===== src/rtl/mips_control_fsm_if.sv =====
// Control bundle between the multi-cycle MIPS control FSM (master) and the datapath (slave).
// The master modport is the FSM side: it reads instruction fields and the ALU flag, and drives all selects/enables.
interface mips_control_fsm_if #(
  parameter int OP_WIDTH    = 6,
  parameter int FUNCT_WIDTH = 6,
  parameter int STATE_WIDTH = 4
);
  logic [OP_WIDTH-1:0]    op;
  logic [FUNCT_WIDTH-1:0] funct;
  logic                   zero;
  logic                   IorD;
  logic                   MemWrite;
  logic                   IRWrite;
  logic                   RegDst;
  logic                   MemtoReg;
  logic                   RegWrite;
  logic                   ALUSrcA;
  logic [1:0]             ALUSrcB;
  logic [2:0]             ALUControl;
  logic [1:0]             PCSrc;
  logic                   PCEn;
  logic                   illegal_op;
  logic [STATE_WIDTH-1:0] state_o;

  modport master (
    input  op, funct, zero,
    output IorD, MemWrite, IRWrite, RegDst, MemtoReg, RegWrite, ALUSrcA, ALUSrcB,
           ALUControl, PCSrc, PCEn, illegal_op, state_o
  );

  modport slave (
    output op, funct, zero,
    input  IorD, MemWrite, IRWrite, RegDst, MemtoReg, RegWrite, ALUSrcA, ALUSrcB,
           ALUControl, PCSrc, PCEn, illegal_op, state_o
  );
endinterface


===== src/rtl/mips_control_fsm.sv =====
// Moore control FSM of the multi-cycle MIPS core: sequences LW/SW/R-type/BEQ/ADDI/J and drives datapath controls.
// Per-state controls are registered together with the state; write enables are additionally gated by rst_n.
module mips_control_fsm #(
  parameter int OP_WIDTH    = 6,
  parameter int FUNCT_WIDTH = 6,
  parameter int STATE_WIDTH = 4
) (
  input  logic                clk,
  input  logic                rst_n,
  mips_control_fsm_if.master  bus
);

  typedef enum logic [STATE_WIDTH-1:0] {
    S_FETCH    = 4'd0,
    S_DECODE   = 4'd1,
    S_MEMADR   = 4'd2,
    S_MEMRD    = 4'd3,
    S_MEMWB    = 4'd4,
    S_MEMWR    = 4'd5,
    S_EXECUTE  = 4'd6,
    S_ALUWB    = 4'd7,
    S_BRANCH   = 4'd8,
    S_ADDIEXEC = 4'd9,
    S_ADDIWB   = 4'd10,
    S_JUMP     = 4'd11
  } state_e;

  typedef struct packed {
    logic       iord;
    logic       mem_write;
    logic       ir_write;
    logic       reg_dst;
    logic       mem_to_reg;
    logic       reg_write;
    logic       alu_src_a;
    logic [1:0] alu_src_b;
    logic [1:0] alu_op;
    logic [1:0] pc_src;
    logic       pc_write;
    logic       branch;
    logic       in_decode;
  } ctrl_t;

  localparam logic [OP_WIDTH-1:0] OP_LW    = 6'b100011;
  localparam logic [OP_WIDTH-1:0] OP_SW    = 6'b101011;
  localparam logic [OP_WIDTH-1:0] OP_RTYPE = 6'b000000;
  localparam logic [OP_WIDTH-1:0] OP_BEQ   = 6'b000100;
  localparam logic [OP_WIDTH-1:0] OP_ADDI  = 6'b001000;
  localparam logic [OP_WIDTH-1:0] OP_J     = 6'b000010;

  state_e state_r;
  state_e state_nx_s;
  ctrl_t  ctrl_r;
  logic   op_legal_s;

  function automatic logic is_legal(input logic [OP_WIDTH-1:0] op_v);
    logic ok;
    case (op_v)
      OP_LW, OP_SW, OP_RTYPE, OP_BEQ, OP_ADDI, OP_J: ok = 1'b1;
      default:                                       ok = 1'b0;
    endcase
    return ok;
  endfunction

  function automatic state_e next_state(input state_e s, input logic [OP_WIDTH-1:0] op_v);
    state_e n;
    case (s)
      S_FETCH:  n = S_DECODE;
      S_DECODE: begin
        case (op_v)
          OP_LW, OP_SW: n = S_MEMADR;
          OP_RTYPE:     n = S_EXECUTE;
          OP_BEQ:       n = S_BRANCH;
          OP_ADDI:      n = S_ADDIEXEC;
          OP_J:         n = S_JUMP;
          default:      n = S_FETCH;
        endcase
      end
      S_MEMADR: begin
        case (op_v)
          OP_LW:   n = S_MEMRD;
          OP_SW:   n = S_MEMWR;
          default: n = S_FETCH;
        endcase
      end
      S_MEMRD:    n = S_MEMWB;
      S_EXECUTE:  n = S_ALUWB;
      S_ADDIEXEC: n = S_ADDIWB;
      default:    n = S_FETCH;  // terminal states and unused codes 12-15
    endcase
    return n;
  endfunction

  function automatic ctrl_t decode_state(input state_e s);
    ctrl_t c;
    c = '0;
    case (s)
      S_FETCH: begin
        c.alu_src_b = 2'b01;
        c.ir_write  = 1'b1;
        c.pc_write  = 1'b1;
      end
      S_DECODE: begin
        c.alu_src_b = 2'b11;
        c.in_decode = 1'b1;
      end
      S_MEMADR, S_ADDIEXEC: begin
        c.alu_src_a = 1'b1;
        c.alu_src_b = 2'b10;
      end
      S_MEMRD:   c.iord = 1'b1;
      S_MEMWB: begin
        c.mem_to_reg = 1'b1;
        c.reg_write  = 1'b1;
      end
      S_MEMWR: begin
        c.iord      = 1'b1;
        c.mem_write = 1'b1;
      end
      S_EXECUTE: begin
        c.alu_src_a = 1'b1;
        c.alu_op    = 2'b10;
      end
      S_ALUWB: begin
        c.reg_dst   = 1'b1;
        c.reg_write = 1'b1;
      end
      S_BRANCH: begin
        c.alu_src_a = 1'b1;
        c.alu_op    = 2'b01;
        c.pc_src    = 2'b01;
        c.branch    = 1'b1;
      end
      S_ADDIWB:  c.reg_write = 1'b1;
      S_JUMP: begin
        c.pc_src   = 2'b10;
        c.pc_write = 1'b1;
      end
      default:   c = '0;
    endcase
    return c;
  endfunction

  function automatic logic [2:0] alu_decode(input logic [1:0] alu_op, input logic [FUNCT_WIDTH-1:0] f);
    logic [2:0] ctl;
    case (alu_op)
      2'b01: ctl = 3'b110;
      2'b10: begin
        case (f)
          6'b100000: ctl = 3'b010;
          6'b100010: ctl = 3'b110;
          6'b100100: ctl = 3'b000;
          6'b100101: ctl = 3'b001;
          6'b101010: ctl = 3'b111;
          default:   ctl = 3'b010;
        endcase
      end
      default: ctl = 3'b010;
    endcase
    return ctl;
  endfunction

  // Next-state and opcode legality from the current state and instruction fields.
  always_comb begin
    state_nx_s = next_state(state_r, bus.op);
    op_legal_s = is_legal(bus.op);
  end

  // State register with the matching Moore controls loaded alongside it.
  always_ff @(posedge clk or negedge rst_n) begin
    if (!rst_n) begin
      state_r <= S_FETCH;
      ctrl_r  <= decode_state(S_FETCH);
    end else begin
      state_r <= state_nx_s;
      ctrl_r  <= decode_state(state_nx_s);
    end
  end

  // Enables that change architectural state are forced low the moment reset asserts.
  assign bus.IRWrite    = ctrl_r.ir_write  & rst_n;
  assign bus.RegWrite   = ctrl_r.reg_write & rst_n;
  assign bus.MemWrite   = ctrl_r.mem_write & rst_n;
  assign bus.PCEn       = rst_n & (ctrl_r.pc_write | (ctrl_r.branch & bus.zero));
  assign bus.illegal_op = rst_n & ctrl_r.in_decode & ~op_legal_s;

  assign bus.IorD       = ctrl_r.iord;
  assign bus.RegDst     = ctrl_r.reg_dst;
  assign bus.MemtoReg   = ctrl_r.mem_to_reg;
  assign bus.ALUSrcA    = ctrl_r.alu_src_a;
  assign bus.ALUSrcB    = ctrl_r.alu_src_b;
  assign bus.PCSrc      = ctrl_r.pc_src;
  assign bus.ALUControl = alu_decode(ctrl_r.alu_op, bus.funct);
  assign bus.state_o    = state_r;

endmodule


===== src/flat_wrapper.sv =====
// flat-port wrapper written by rule: the top's interface ports become plain ports
module mips_control_fsm_flat 
#(
  parameter int OP_WIDTH    = 6,
  parameter int FUNCT_WIDTH = 6,
  parameter int STATE_WIDTH = 4
)
  (clk, rst_n, bus_op, bus_funct, bus_zero, bus_IorD, bus_MemWrite, bus_IRWrite, bus_RegDst, bus_MemtoReg, bus_RegWrite, bus_ALUSrcA, bus_ALUSrcB, bus_ALUControl, bus_PCSrc, bus_PCEn, bus_illegal_op, bus_state_o);
  mips_control_fsm_if #(.OP_WIDTH(OP_WIDTH), .FUNCT_WIDTH(FUNCT_WIDTH), .STATE_WIDTH(STATE_WIDTH)) bus_i ();
  input  logic clk;
  input  logic rst_n;
  input wire logic [$bits(bus_i.op)-1:0] bus_op;
  input wire logic [$bits(bus_i.funct)-1:0] bus_funct;
  input wire logic [$bits(bus_i.zero)-1:0] bus_zero;
  output wire logic [$bits(bus_i.IorD)-1:0] bus_IorD;
  output wire logic [$bits(bus_i.MemWrite)-1:0] bus_MemWrite;
  output wire logic [$bits(bus_i.IRWrite)-1:0] bus_IRWrite;
  output wire logic [$bits(bus_i.RegDst)-1:0] bus_RegDst;
  output wire logic [$bits(bus_i.MemtoReg)-1:0] bus_MemtoReg;
  output wire logic [$bits(bus_i.RegWrite)-1:0] bus_RegWrite;
  output wire logic [$bits(bus_i.ALUSrcA)-1:0] bus_ALUSrcA;
  output wire logic [$bits(bus_i.ALUSrcB)-1:0] bus_ALUSrcB;
  output wire logic [$bits(bus_i.ALUControl)-1:0] bus_ALUControl;
  output wire logic [$bits(bus_i.PCSrc)-1:0] bus_PCSrc;
  output wire logic [$bits(bus_i.PCEn)-1:0] bus_PCEn;
  output wire logic [$bits(bus_i.illegal_op)-1:0] bus_illegal_op;
  output wire logic [$bits(bus_i.state_o)-1:0] bus_state_o;
  assign bus_i.op = bus_op;
  assign bus_i.funct = bus_funct;
  assign bus_i.zero = bus_zero;
  assign bus_IorD = bus_i.IorD;
  assign bus_MemWrite = bus_i.MemWrite;
  assign bus_IRWrite = bus_i.IRWrite;
  assign bus_RegDst = bus_i.RegDst;
  assign bus_MemtoReg = bus_i.MemtoReg;
  assign bus_RegWrite = bus_i.RegWrite;
  assign bus_ALUSrcA = bus_i.ALUSrcA;
  assign bus_ALUSrcB = bus_i.ALUSrcB;
  assign bus_ALUControl = bus_i.ALUControl;
  assign bus_PCSrc = bus_i.PCSrc;
  assign bus_PCEn = bus_i.PCEn;
  assign bus_illegal_op = bus_i.illegal_op;
  assign bus_state_o = bus_i.state_o;
  mips_control_fsm #(.OP_WIDTH(OP_WIDTH), .FUNCT_WIDTH(FUNCT_WIDTH), .STATE_WIDTH(STATE_WIDTH)) u_core (.clk(clk), .rst_n(rst_n), .bus(bus_i));
endmodule

===== config.mk =====
export PLATFORM = sky130hd
export DESIGN_NAME = mips_control_fsm_flat
export DESIGN_NICKNAME = d
export VERILOG_FILES = /design/src/rtl/mips_control_fsm_if.sv /design/src/rtl/mips_control_fsm.sv /design/src/flat_wrapper.sv
export SDC_FILE = /design/constraint.sdc
export NUM_CORES = 1
export LEC_CHECK = 0
export BUFFER_PORTS_ARGS = -buffer_cell sky130_fd_sc_hd__buf_4
export CAP_MARGIN = 20
export CORE_ASPECT_RATIO = 1.25
export CORE_MARGIN = 8
export CORE_UTILIZATION = 46
export CTS_BUF_LIST = sky130_fd_sc_hd__clkbuf_4
export DETAILED_ROUTE_END_ITERATION = 10
export PLACE_DENSITY = 0.77
export SLEW_MARGIN = 20
export SYNTH_ARGS = -nofsm -noshare
export SYNTH_HDL_FRONTEND = slang
export SYNTH_SLANG_ARGS = --single-unit

===== constraint.sdc =====
create_clock -name clk -period 1.6 [get_ports clk]
set_clock_uncertainty 0.2 [all_clocks]
set_input_delay 0.08 -clock clk [delete_from_list [all_inputs] [get_ports clk]]
set_output_delay 0.08 -clock clk [all_outputs]
set_load 0.005 [all_outputs]

==> results of run 1 <==
-- layer usage --
layer  track usage  wire length [µm]  part of all wire  vias to the layer above
met3        0.0470               222             0.080                       12
li1              -                 -                 -                      451
met4        0.0596                77             0.028                        0
met2         0.276              1480              0.53                       41
met1         0.128              1000              0.36                      448
met5             0                 0                 0                        -
-- worst max-delay path by stage --
stage          slack, ps  cells past startpoint                         endpoint
2_1_floorplan       -190                      6  u_core.bus.ALUSrcB[1]$_DFF_PN0_
3_3_place_gp        -140                      6  u_core.bus.ALUSrcB[0]$_DFF_PN1_
3_5_place_dp        -150                      5  u_core.bus.ALUSrcB[1]$_DFF_PN0_
4_1_cts             -170                      5  u_core.bus.ALUSrcB[1]$_DFF_PN0_
5_1_grt             -260                      5  u_core.bus.ALUSrcB[1]$_DFF_PN0_
6_report            -220                      5  u_core.bus.ALUSrcB[1]$_DFF_PN0_
-- area by class of cell --
type	count	share of cell area
clock buffer	3	0.0145
clock inverter	1	0.00242
inverter	11	0.0266
multi-input combinational	63	0.352
sequential	18	0.294
tap	21	0.0169
timing repair buffer	57	0.293
-- Yosys cell counts, drive strengths merged --
cell type	count	area share
a211o	1	0.0088
a21oi	3	0.015
a221oi	1	0.015
a31o	2	0.018
a32oi	1	0.0088
and2	5	0.031
and3	1	0.0063
and4bb	1	0.013
buf	6	0.046
dfrtp	15	0.38
dfstp	3	0.079
ha	2	0.025
inv	11	0.041
nand2	5	0.019
nand3	1	0.0050
nand3b	3	0.023
nand4	2	0.013
nor2	8	0.030
nor2b	2	0.013
nor3	6	0.041
nor3b	2	0.015
nor4	2	0.013
o211a	1	0.010
o211ai	1	0.0075
o21ai	3	0.015
o221ai	1	0.026
o22ai	2	0.013
o311ai	1	0.016
or2	1	0.0063
or4	1	0.011
or4b	1	0.014
xor2	3	0.026
-- metrics by stage --
step           std cells  setup TNS [ps]   util  area, µm²  hold slack [ps]
2_1_floorplan         98            -807      -        997             -416
3_3_place_gp         163            -588  0.639       1350             -231
3_5_place_dp         163            -672  0.639       1350             -227
4_1_cts              172           -1000  0.695       1470            0.836
5_1_grt              174           -2070  0.734       1550             18.0
6_report             174           -1290  0.734       1550             9.10
-- critical path, cell delays in order (launching register included) --
cell,delay [ps]
sky130_fd_sc_hd__dfrtp_2,450
sky130_fd_sc_hd__or4b_4,570
sky130_fd_sc_hd__nor3_4,190
sky130_fd_sc_hd__a221oi_4,70
sky130_fd_sc_hd__nand4_1,100
sky130_fd_sc_hd__o211ai_1,100
-- where the power goes --
part           total, mW  switching, mW  internal [mW]  leakage, nW
sequential         0.622         0.0478          0.574        0.230
combinational      0.764          0.369          0.395        0.521
clock              0.228          0.137         0.0909       0.0154
-- cell families (layout without fill, tap and decap cells) --
group,after synthesis,in the layout
compound gates,17,17
xor+xnor,3,3
fa+ha+maj,2,2
buf+inv,17,72
flops,18,18
simple gates,41,41
-- registers in the layout, indices dropped and copies added (netlist names) --
| register | flops |
|---|---|
| u_core.ctrl_r | 7 |
| u_core.bus.state_o | 4 |
| u_core.bus.ALUSrcB | 2 |
| u_core.bus.ALUSrcA | 1 |
| u_core.bus.IorD | 1 |
| u_core.bus.MemtoReg | 1 |
| u_core.bus.PCSrc | 1 |
| u_core.bus.RegDst | 1 |
-- timing repair --
| action | in CTS | in global routing |
|---|---|---|
| hold buffers | 2 | 0 |
| pin swaps | 6 | 5 |
| endpoints found under the hold margin | 19 | 0 |
| buffers inserted | 3 | 2 |
| gates cloned | 0 | 0 |
| gates resized for setup | 10 | 15 |
| endpoints found under the setup margin | 11 | 16 |
==> flow_summary.yaml, run 1 <==
placed_design:
  number_of_input_and_output_port_buffers_inserted: 34
  minimum_setup_slack_after_placement_ps: -151
  place.detailed.hpwl_um: 2060
  place.gp.congestion: 0.974
drt:
  detailed_route_via_count: 952
  route.detailed.drc: 0
  routed_wire_length_per_instance_um: 16.0
  firstDrtPassIters: 4
  drt_iter0_markers: 18
  detail_route.wirelength_um: 2780
  detail_route.vias_per_cell: 5.47
  antenna_violating_nets_post_route: 0
setup_path:
  timing_worst_setup_path_type: "reg2reg"
  worst-r2r-setup-slack_ps: -220
  rr_worst_depth: 5
  critical_path_required_ps: 1570
  setup.worst_path.start: "u_core.bus.state_o[2]$_DFF_PN0_"
  critical_path.reg2reg.startpoint: "u_core.bus.state_o[2]$_DFF_PN0_"
  crit_path_max_fanout: 5
  worst_setup_path_start_kind: "flip-flop"
  critPathArrivalTime_ps: 1790
  worst_r2r_endpoint: "u_core.bus.ALUSrcB[1]$_DFF_PN0_"
  end_kind: "flip-flop"
floorplanning:
  num_ports: 35
  fp-row-count: 19
  die_width_um: 57.6
  floorplan.core_area_um2: 2120
  start_util: 0.471
  die_height_um: 68.1
  floorplan.die_area_um2: 3920
power:
  power_per_cell_area_nw_per_um2: 1040
  worst_ir_drop_vdd_mv: 0.919
  p_leak_nw: 0.766
  design_power_total_mw: 1.61
yosys:
  synth_compound_gate_area_share: 0.153
  syn-mean-instance-area_um2: 10.2
  synth_seq_cells: 18
  synth.yosys.warnings: 0
  mappedNetlistArea_um2: 997
  synth_top_family_by_area: "simple AND/OR/NAND/NOR gates"
  ys_seq_area_frac: 0.455
  syn-num-nets: 115
  synth_fa_ha_area_frac: 0.0251
  synth_xor_area_frac: 0.0263
  syn_inst: 98
  synth_simple_gate_area_share: 0.252
  synth.mux.area_fraction: 0
  synth.distinct_cells: 38
cells_and_area:
  combined_flip_flop_and_latch_cell_area_um2: 457
  antennaDiodeCount: 0
  final_layout_size_suffix_gt1_frac: 0.569
  fin_nets: 171
  fillerInstances: 149
  layout_common_cells: "sky130_fd_sc_hd__buf_4 (49), sky130_fd_sc_hd__dfrtp_1 (13), sky130_fd_sc_hd__nor2_1 (8), sky130_fd_sc_hd__inv_1 (7), sky130_fd_sc_hd__buf_6 (6)"
  layout_commonest_cell: "sky130_fd_sc_hd__buf_4"
  multi_input_comb_area_um2: 547
  syn_to_final_growth_pct: 55.7
sta:
  worst_slew_pin_slew_ps: 795
  slew_headroom: 0.468
  setup_repair_after_global_routing_missed_its_margin: "true"
  fmaxAchievable_ghz: 0.549
  timing_max_transition_violations_final: 0
  report.final.setup_viol: 13
  post-route-min-period_ps: 1820
  hold_viol_final: 0
  postLayoutSetupSlackWorst_ps: -220
  layout_worst_path_cycle_share: 1.14
clock_tree:
  clk_transition_reported_paths_ps: 100
  cts_max_level: 1
  clock_tree.root_cell: "sky130_fd_sc_hd__clkbuf_4"
  cts_buffer_depth: 2
  worst_skew_pair.late_latency_ps: 290
  cts_sinks: 18
  numCtsBuffers: 3
  tritoncts_clock_tree: "built"
outcome:
  run_status: "complete, but fails checks"
  violations: "setup timing"
hold_path:
  hold_path.startpoint: "bus_op[4]"
  hold_depth: 4
  hold_end: "u_core.ctrl_r[6]$_DFF_PN0_"
  worst_hold_path_class: "in2reg"
grt:
  first_global_vias: 954
  number_of_antenna_violations_at_the_first_check_in_global_routing: 0
  global_route_wire_length_before_repair_um: 4200
  groute.usage.overall: 0.140
  grt_start_max_net_pins: 19
  gr-total-overflow: 0
job:
  maxCapViolations: 0
(Power assumes the default switching activity.)
==> run 2: changes to the inputs <==
--- a/config.mk
+++ b/config.mk
@@ -12,7 +12,7 @@
 export CORE_UTILIZATION = 46
 export CTS_BUF_LIST = sky130_fd_sc_hd__clkbuf_4
 export DETAILED_ROUTE_END_ITERATION = 10
-export PLACE_DENSITY = 0.77
+export PLACE_DENSITY_LB_ADDON = 0.15
 export SLEW_MARGIN = 20
 export SYNTH_ARGS = -nofsm -noshare
 export SYNTH_HDL_FRONTEND = slang
==> run 2 against run 1 <==
  * The flow still finishes with violations (setup timing)
  * Global-route usage grew 0.86 points
  * Worst setup slack got worse by 77 ps
  * Utilization up 1.1 points
  * Cell area increased by 1.5%
  * Maximum frequency is 4.1% lower
  * Critical path depth down 1
  * Critical path type unchanged
  * Critical endpoint unchanged
  * Highest routed layer unchanged
==> flow_summary.yaml, run 2 (synthesis gave the netlist of run 1 again) <==
grt:
  number_of_antenna_violations_at_the_first_check_in_global_routing: 0
  gr-total-overflow: 0
  first_global_vias: 1001
  groute.usage.overall: 0.149
  grt_start_max_net_pins: 14
  global_route_wire_length_before_repair_um: 4510
sta:
  report.final.setup_viol: 13
  layout_worst_path_cycle_share: 1.19
  hold_viol_final: 0
  timing_max_transition_violations_final: 0
  post-route-min-period_ps: 1900
  fmaxAchievable_ghz: 0.527
  worst_slew_pin_slew_ps: 617
  postLayoutSetupSlackWorst_ps: -297
  setup_repair_after_global_routing_missed_its_margin: "true"
  slew_headroom: 0.587
floorplanning:
  floorplan.die_area_um2: 3920
  floorplan.core_area_um2: 2120
  die_height_um: 68.1
  fp-row-count: 19
  start_util: 0.471
  num_ports: 35
  die_width_um: 57.6
clock_tree:
  numCtsBuffers: 3
  clock_tree.root_cell: "sky130_fd_sc_hd__clkbuf_4"
  worst_skew_pair.late_latency_ps: 290
  cts_max_level: 1
  clk_transition_reported_paths_ps: 110
  cts_buffer_depth: 2
  cts_sinks: 18
  tritoncts_clock_tree: "built"
setup_path:
  critPathBufInv: 0
  critPathArrivalTime_ps: 1910
  path_cells: "or4b_4, o221ai_4, nand4_1, o211ai_1"
  critical_path_slowest_stage_cell: "sky130_fd_sc_hd__or4b_4"
  end_kind: "flip-flop"
  critical_path_required_ps: 1610
  worst_setup_path_start_kind: "flip-flop"
  timing_worst_setup_path_type: "reg2reg"
  crit_path_max_fanout: 5
  critical_path.max_stage_delay_ps: 610
  critPathTopFamily: "simple AND/OR/NAND/NOR gates"
cells_and_area:
  layout_commonest_cell: "sky130_fd_sc_hd__buf_4"
  fillerInstances: 152
  combined_flip_flop_and_latch_cell_area_um2: 455
  max_flop_register: "u_core.ctrl_r"
  number_of_flip_flops_in_the_largest_register: 7
  syn_to_final_growth_pct: 58.1
  antennaDiodeCount: 0
  stdcell_area_um2: 1580
  fin_nets: 174
  layout_common_cells: "sky130_fd_sc_hd__buf_4 (55), sky130_fd_sc_hd__dfrtp_1 (14), sky130_fd_sc_hd__nor2_1 (8), sky130_fd_sc_hd__inv_1 (6)"
  final_util: 0.745
  multi_input_comb_area_um2: 558
  final_layout_size_suffix_gt1_frac: 0.577
drt:
  route.detailed.drc: 0
  antenna_violating_nets_post_route: 0
  drt_iter0_markers: 30
  detail_route.vias_per_cell: 5.51
  routed_wire_length_per_instance_um: 17.2
  detail_route.wirelength_um: 3040
  detailed_route_via_count: 975
  firstDrtPassIters: 4
power:
  power_per_cell_area_nw_per_um2: 1070
  p_leak_nw: 0.787
  worst_ir_drop_vdd_mv: 0.895
placed_design:
  number_of_input_and_output_port_buffers_inserted: 34
  place.gp.congestion: 0.933
  place.detailed.hpwl_um: 2060
  placed_area_um2: 1350
outcome:
  run_status: "complete, but fails checks"
  violations: "setup timing"
job:
  maxCapViolations: 0
hold_path:
  worst_hold_path_class: "in2reg"
==> run 2: worst paths after layout <==
kind	from	end	slack [ps]	depth (start not counted)
worst max-delay path	u_core.bus.state_o[1]$_DFF_PN0_	u_core.bus.ALUSrcB[1]$_DFF_PN0_	-300	4
worst min-delay path	bus_op[4]	u_core.ctrl_r[6]$_DFF_PN0_	5	4
worst max register to register	u_core.bus.state_o[1]$_DFF_PN0_	u_core.bus.ALUSrcB[1]$_DFF_PN0_	-300	4
worst min register to register	u_core.bus.state_o[2]$_DFF_PN0_	u_core.ctrl_r[0]$_DFF_PN0_	470	3
max in group asynchronous	rst_n	u_core.ctrl_r[5]$_DFF_PN0_	500	3
min in group asynchronous	rst_n	u_core.bus.MemtoReg$_DFF_PN0_	170	2
==> run 2: power by group <==
| group | leakage [nW] | switching, mW | total [mW] | internal [mW] |
|---|---|---|---|---|
| Clock | 0.0154 | 0.145 | 0.236 | 0.0909 |
| Combinational | 0.540 | 0.393 | 0.812 | 0.419 |
| Sequential | 0.232 | 0.0584 | 0.632 | 0.574 |
| Total | 0.787 | 0.596 | 1.68 | 1.08 |
==> run 2: timing repair <==
action,in CTS,in global routing
pin swaps,5,8
endpoints found under the hold margin,19,0
setup buffers,3,6
setup endpoints to repair,13,16
hold buffers,2,0
gates resized for setup,6,18
==> run 2: through the flow <==
stage / hold WS, ps / power [mW] / setup TNS (ps) / worst slack (ps) / instances
final: 5.30 / 1.68 / -2110 / -297 / 177
after CTS: 7.08 / 1.54 / -1320 / -219 / 172
after floorplan: -416 / 0.989 / -807 / -193 / 98
after global placement: -258 / 1.26 / -483 / -121 / 163
after global routing: 18.1 / 1.76 / -3090 / -362 / 177
after detailed placement: -253 / 1.27 / -990 / -207 / 163
==> run 2: worst min-delay path, delay by kind of cell <==
family / cells / cell delay [ps]
buffers and inverters: 2 / 210
AND/OR/NAND/NOR: 2 / 190
==> run 2: area by class of cell <==
class / count / share of cell area
Clock buffer: 3 / 0.0143
Sequential cell: 18 / 0.289
Timing Repair Buffer: 60 / 0.296
Multi-Input combinational cell: 63 / 0.354
Clock inverter: 1 / 0.00238
Inverter: 11 / 0.0278
Tap cell: 21 / 0.0167
==> run 2: metal layers <==
metal / GRT usage / share of wire / up-vias
met5: 0 / 0 / -
met4: 0.0658 / 0.037 / 0
met3: 0.0470 / 0.081 / 14
met2: 0.295 / 0.51 / 49
met1: 0.135 / 0.37 / 456
li1: - / - / 456
==> run 3: changes to the inputs <==
--- a/config.mk
+++ b/config.mk
@@ -9,7 +9,7 @@
 export CAP_MARGIN = 20
 export CORE_ASPECT_RATIO = 1.25
 export CORE_MARGIN = 8
-export CORE_UTILIZATION = 46
+export CORE_UTILIZATION = 48
 export CTS_BUF_LIST = sky130_fd_sc_hd__clkbuf_4
 export DETAILED_ROUTE_END_ITERATION = 10
 export PLACE_DENSITY_LB_ADDON = 0.15
==> constraint.sdc (replaced) <==
create_clock -name clk -period 1.8 [get_ports clk]
set_clock_uncertainty 0.2 [all_clocks]
set_input_delay 0.09 -clock clk [delete_from_list [all_inputs] [get_ports clk]]
set_output_delay 0.09 -clock clk [all_outputs]
set_load 0.005 [all_outputs]
==> run 3 against run 2 <==
  * The flow still finishes with violations (setup timing)
  * Die area shrank 3.1%
  * Routed wire length down 14%
  * Maximum frequency rose by 3.2%
  * Largest power group unchanged
==> flow_summary.yaml, run 3 (synthesis gave the netlist of run 1 again) <==
sta:
  setup_repair_after_global_routing_missed_its_margin: "true"
  final.setup.tns_ps: -41.3
  report.final.setup_viol: 2
  hold_viol_final: 0
  post-route-min-period_ps: 1840
  timing_max_transition_violations_final: 0
  postLayoutSetupSlackWorst_ps: -38.0
  slew_headroom: 0.556
  fmaxAchievable_ghz: 0.544
  layout_worst_path_cycle_share: 1.02
  worst_slew_pin_slew_ps: 665
floorplanning:
  die_height_um: 67.0
  start_util: 0.503
  floorplan.die_area_um2: 3800
  fp-row-count: 18
  die_width_um: 56.8
  num_ports: 35
  floorplan.core_area_um2: 1980
grt:
  first_global_vias: 913
  global_route_wire_length_before_repair_um: 4010
  gr-total-overflow: 0
  grt_start_max_net_pins: 16
  number_of_antenna_violations_at_the_first_check_in_global_routing: 0
  groute.usage.overall: 0.133
cells_and_area:
  syn_to_final_growth_pct: 41.7
  layout_commonest_cell: "sky130_fd_sc_hd__buf_4"
  final_util: 0.713
  antennaDiodeCount: 0
  max_flop_register: "u_core.ctrl_r"
  layout_common_cells: "sky130_fd_sc_hd__buf_4 (45), sky130_fd_sc_hd__dfrtp_1 (14), sky130_fd_sc_hd__nor2_1 (8), sky130_fd_sc_hd__inv_1 (8)"
  final_layout_size_suffix_gt1_frac: 0.465
  number_of_flip_flops_in_the_largest_register: 7
  fin_nets: 162
  stdcell_area_um2: 1410
setup_path:
  timing_worst_setup_path_type: "reg2reg"
  critical_path.max_stage_delay_ps: 570
  critPathBufInv: 0
  end_kind: "flip-flop"
  crit_path_max_fanout: 6
  worst_setup_path_start_kind: "flip-flop"
  critPathArrivalTime_ps: 1810
  critical_path_slowest_stage_cell: "sky130_fd_sc_hd__or4b_4"
  critPathTopFamily: "simple AND/OR/NAND/NOR gates"
  critical_path_required_ps: 1770
  path_cells: "or4b_4, nor3_4, a221oi_4, nand4_1, o211ai_1"
outcome:
  violations: "setup timing"
  run_status: "complete, but fails checks"
clock_tree:
  tritoncts_clock_tree: "built"
  clock_tree.root_cell: "sky130_fd_sc_hd__clkbuf_4"
  cts_max_level: 1
  cts_buffer_depth: 2
  numCtsBuffers: 3
  cts_sinks: 18
  clk_transition_reported_paths_ps: 90
  worst_skew_pair.late_latency_ps: 300
drt:
  detailed_route_via_count: 934
  drt_iter0_markers: 32
  routed_wire_length_per_instance_um: 16.0
  detail_route.wirelength_um: 2620
  route.detailed.drc: 0
  detail_route.vias_per_cell: 5.70
  firstDrtPassIters: 4
  antenna_violating_nets_post_route: 0
power:
  worst_ir_drop_vdd_mv: 0.920
  p_leak_nw: 0.716
  power_per_cell_area_nw_per_um2: 947
placed_design:
  place.detailed.hpwl_um: 1970
  number_of_input_and_output_port_buffers_inserted: 34
  place.gp.congestion: 1.04
  placed_area_um2: 1300
job:
  maxCapViolations: 0
hold_path:
  worst_hold_path_class: "in2reg"
## run 3: changes by cell type in the layout (fill, tap and decap cells not counted), sizes merged
cell,delta
dlymetal6s4s,+1
buf,-13
## run 3: what timing repair did
action / 4_1_cts / 5_1_grt
hold endpoints to repair: 22 / 0
setup endpoints to repair: 2 / 7
buffers inserted: 1 / 1
pin swaps: 0 / 5
resized for setup: 0 / 7
hold buffers: 3 / 0
## run 3: worst register-to-register path, stage by stage (launching register included)
cell and delay [ps]:
sky130_fd_sc_hd__dfrtp_2 450, sky130_fd_sc_hd__or4b_4 570, sky130_fd_sc_hd__nor3_4 200, sky130_fd_sc_hd__a221oi_4 80, sky130_fd_sc_hd__nand4_1 110, sky130_fd_sc_hd__o211ai_1 100
## run 3: power breakdown
part | internal, mW | leakage [nW] | switching, mW | total [mW]
clock | 0.0810 | 0.0154 | 0.124 | 0.205
combinational | 0.295 | 0.468 | 0.277 | 0.573
sequential | 0.510 | 0.232 | 0.0502 | 0.560
## run 3: final timing paths
| check | startpoint | to | slack, ps | cells after the start |
|---|---|---|---|---|
| min reg2reg | u_core.bus.state_o[2]$_DFF_PN0_ | u_core.bus.MemtoReg$_DFF_PN0_ | 450 | 2 |
| max | u_core.bus.state_o[2]$_DFF_PN0_ | u_core.bus.ALUSrcB[1]$_DFF_PN0_ | -40 | 5 |
| min in group asynchronous | rst_n | u_core.bus.ALUSrcB[0]$_DFF_PN1_ | 140 | 2 |
| min | bus_op[3] | u_core.ctrl_r[13]$_DFF_PN1_ | 50 | 3 |
| max in group asynchronous | rst_n | u_core.bus.state_o[2]$_DFF_PN0_ | 510 | 3 |
| max reg2reg | u_core.bus.state_o[2]$_DFF_PN0_ | u_core.bus.ALUSrcB[1]$_DFF_PN0_ | -40 | 5 |
## run 3: stage by stage
step	total power [mW]	setup WS [ps]	instances	hold WS, ps
CTS	1.31	-9.16	163	12.1
global placement	1.09	67.2	155	-223
global route	1.43	-128	164	62.6
finish	1.34	-38.0	164	47.6
detailed placement	1.10	16.9	155	-220
floorplan	0.879	6.98	98	-406
## run 3: per-layer routing
layer	GRT usage	vias to the layer above	share of wire
li1	-	432	-
met1	0.121	450	0.35
met2	0.250	44	0.52
met3	0.0608	8	0.089
met4	0.0559	0	0.037
met5	0	-	0
## run 3: final cells by class
cell class	count	area (µm²)
tap	20	25.0
clock buffer	3	22.5
multi-input combinational	63	494
clock inverter	1	3.75
fill	154	569
inverter	11	41.3
timing repair buffer	48	370
sequential	18	455
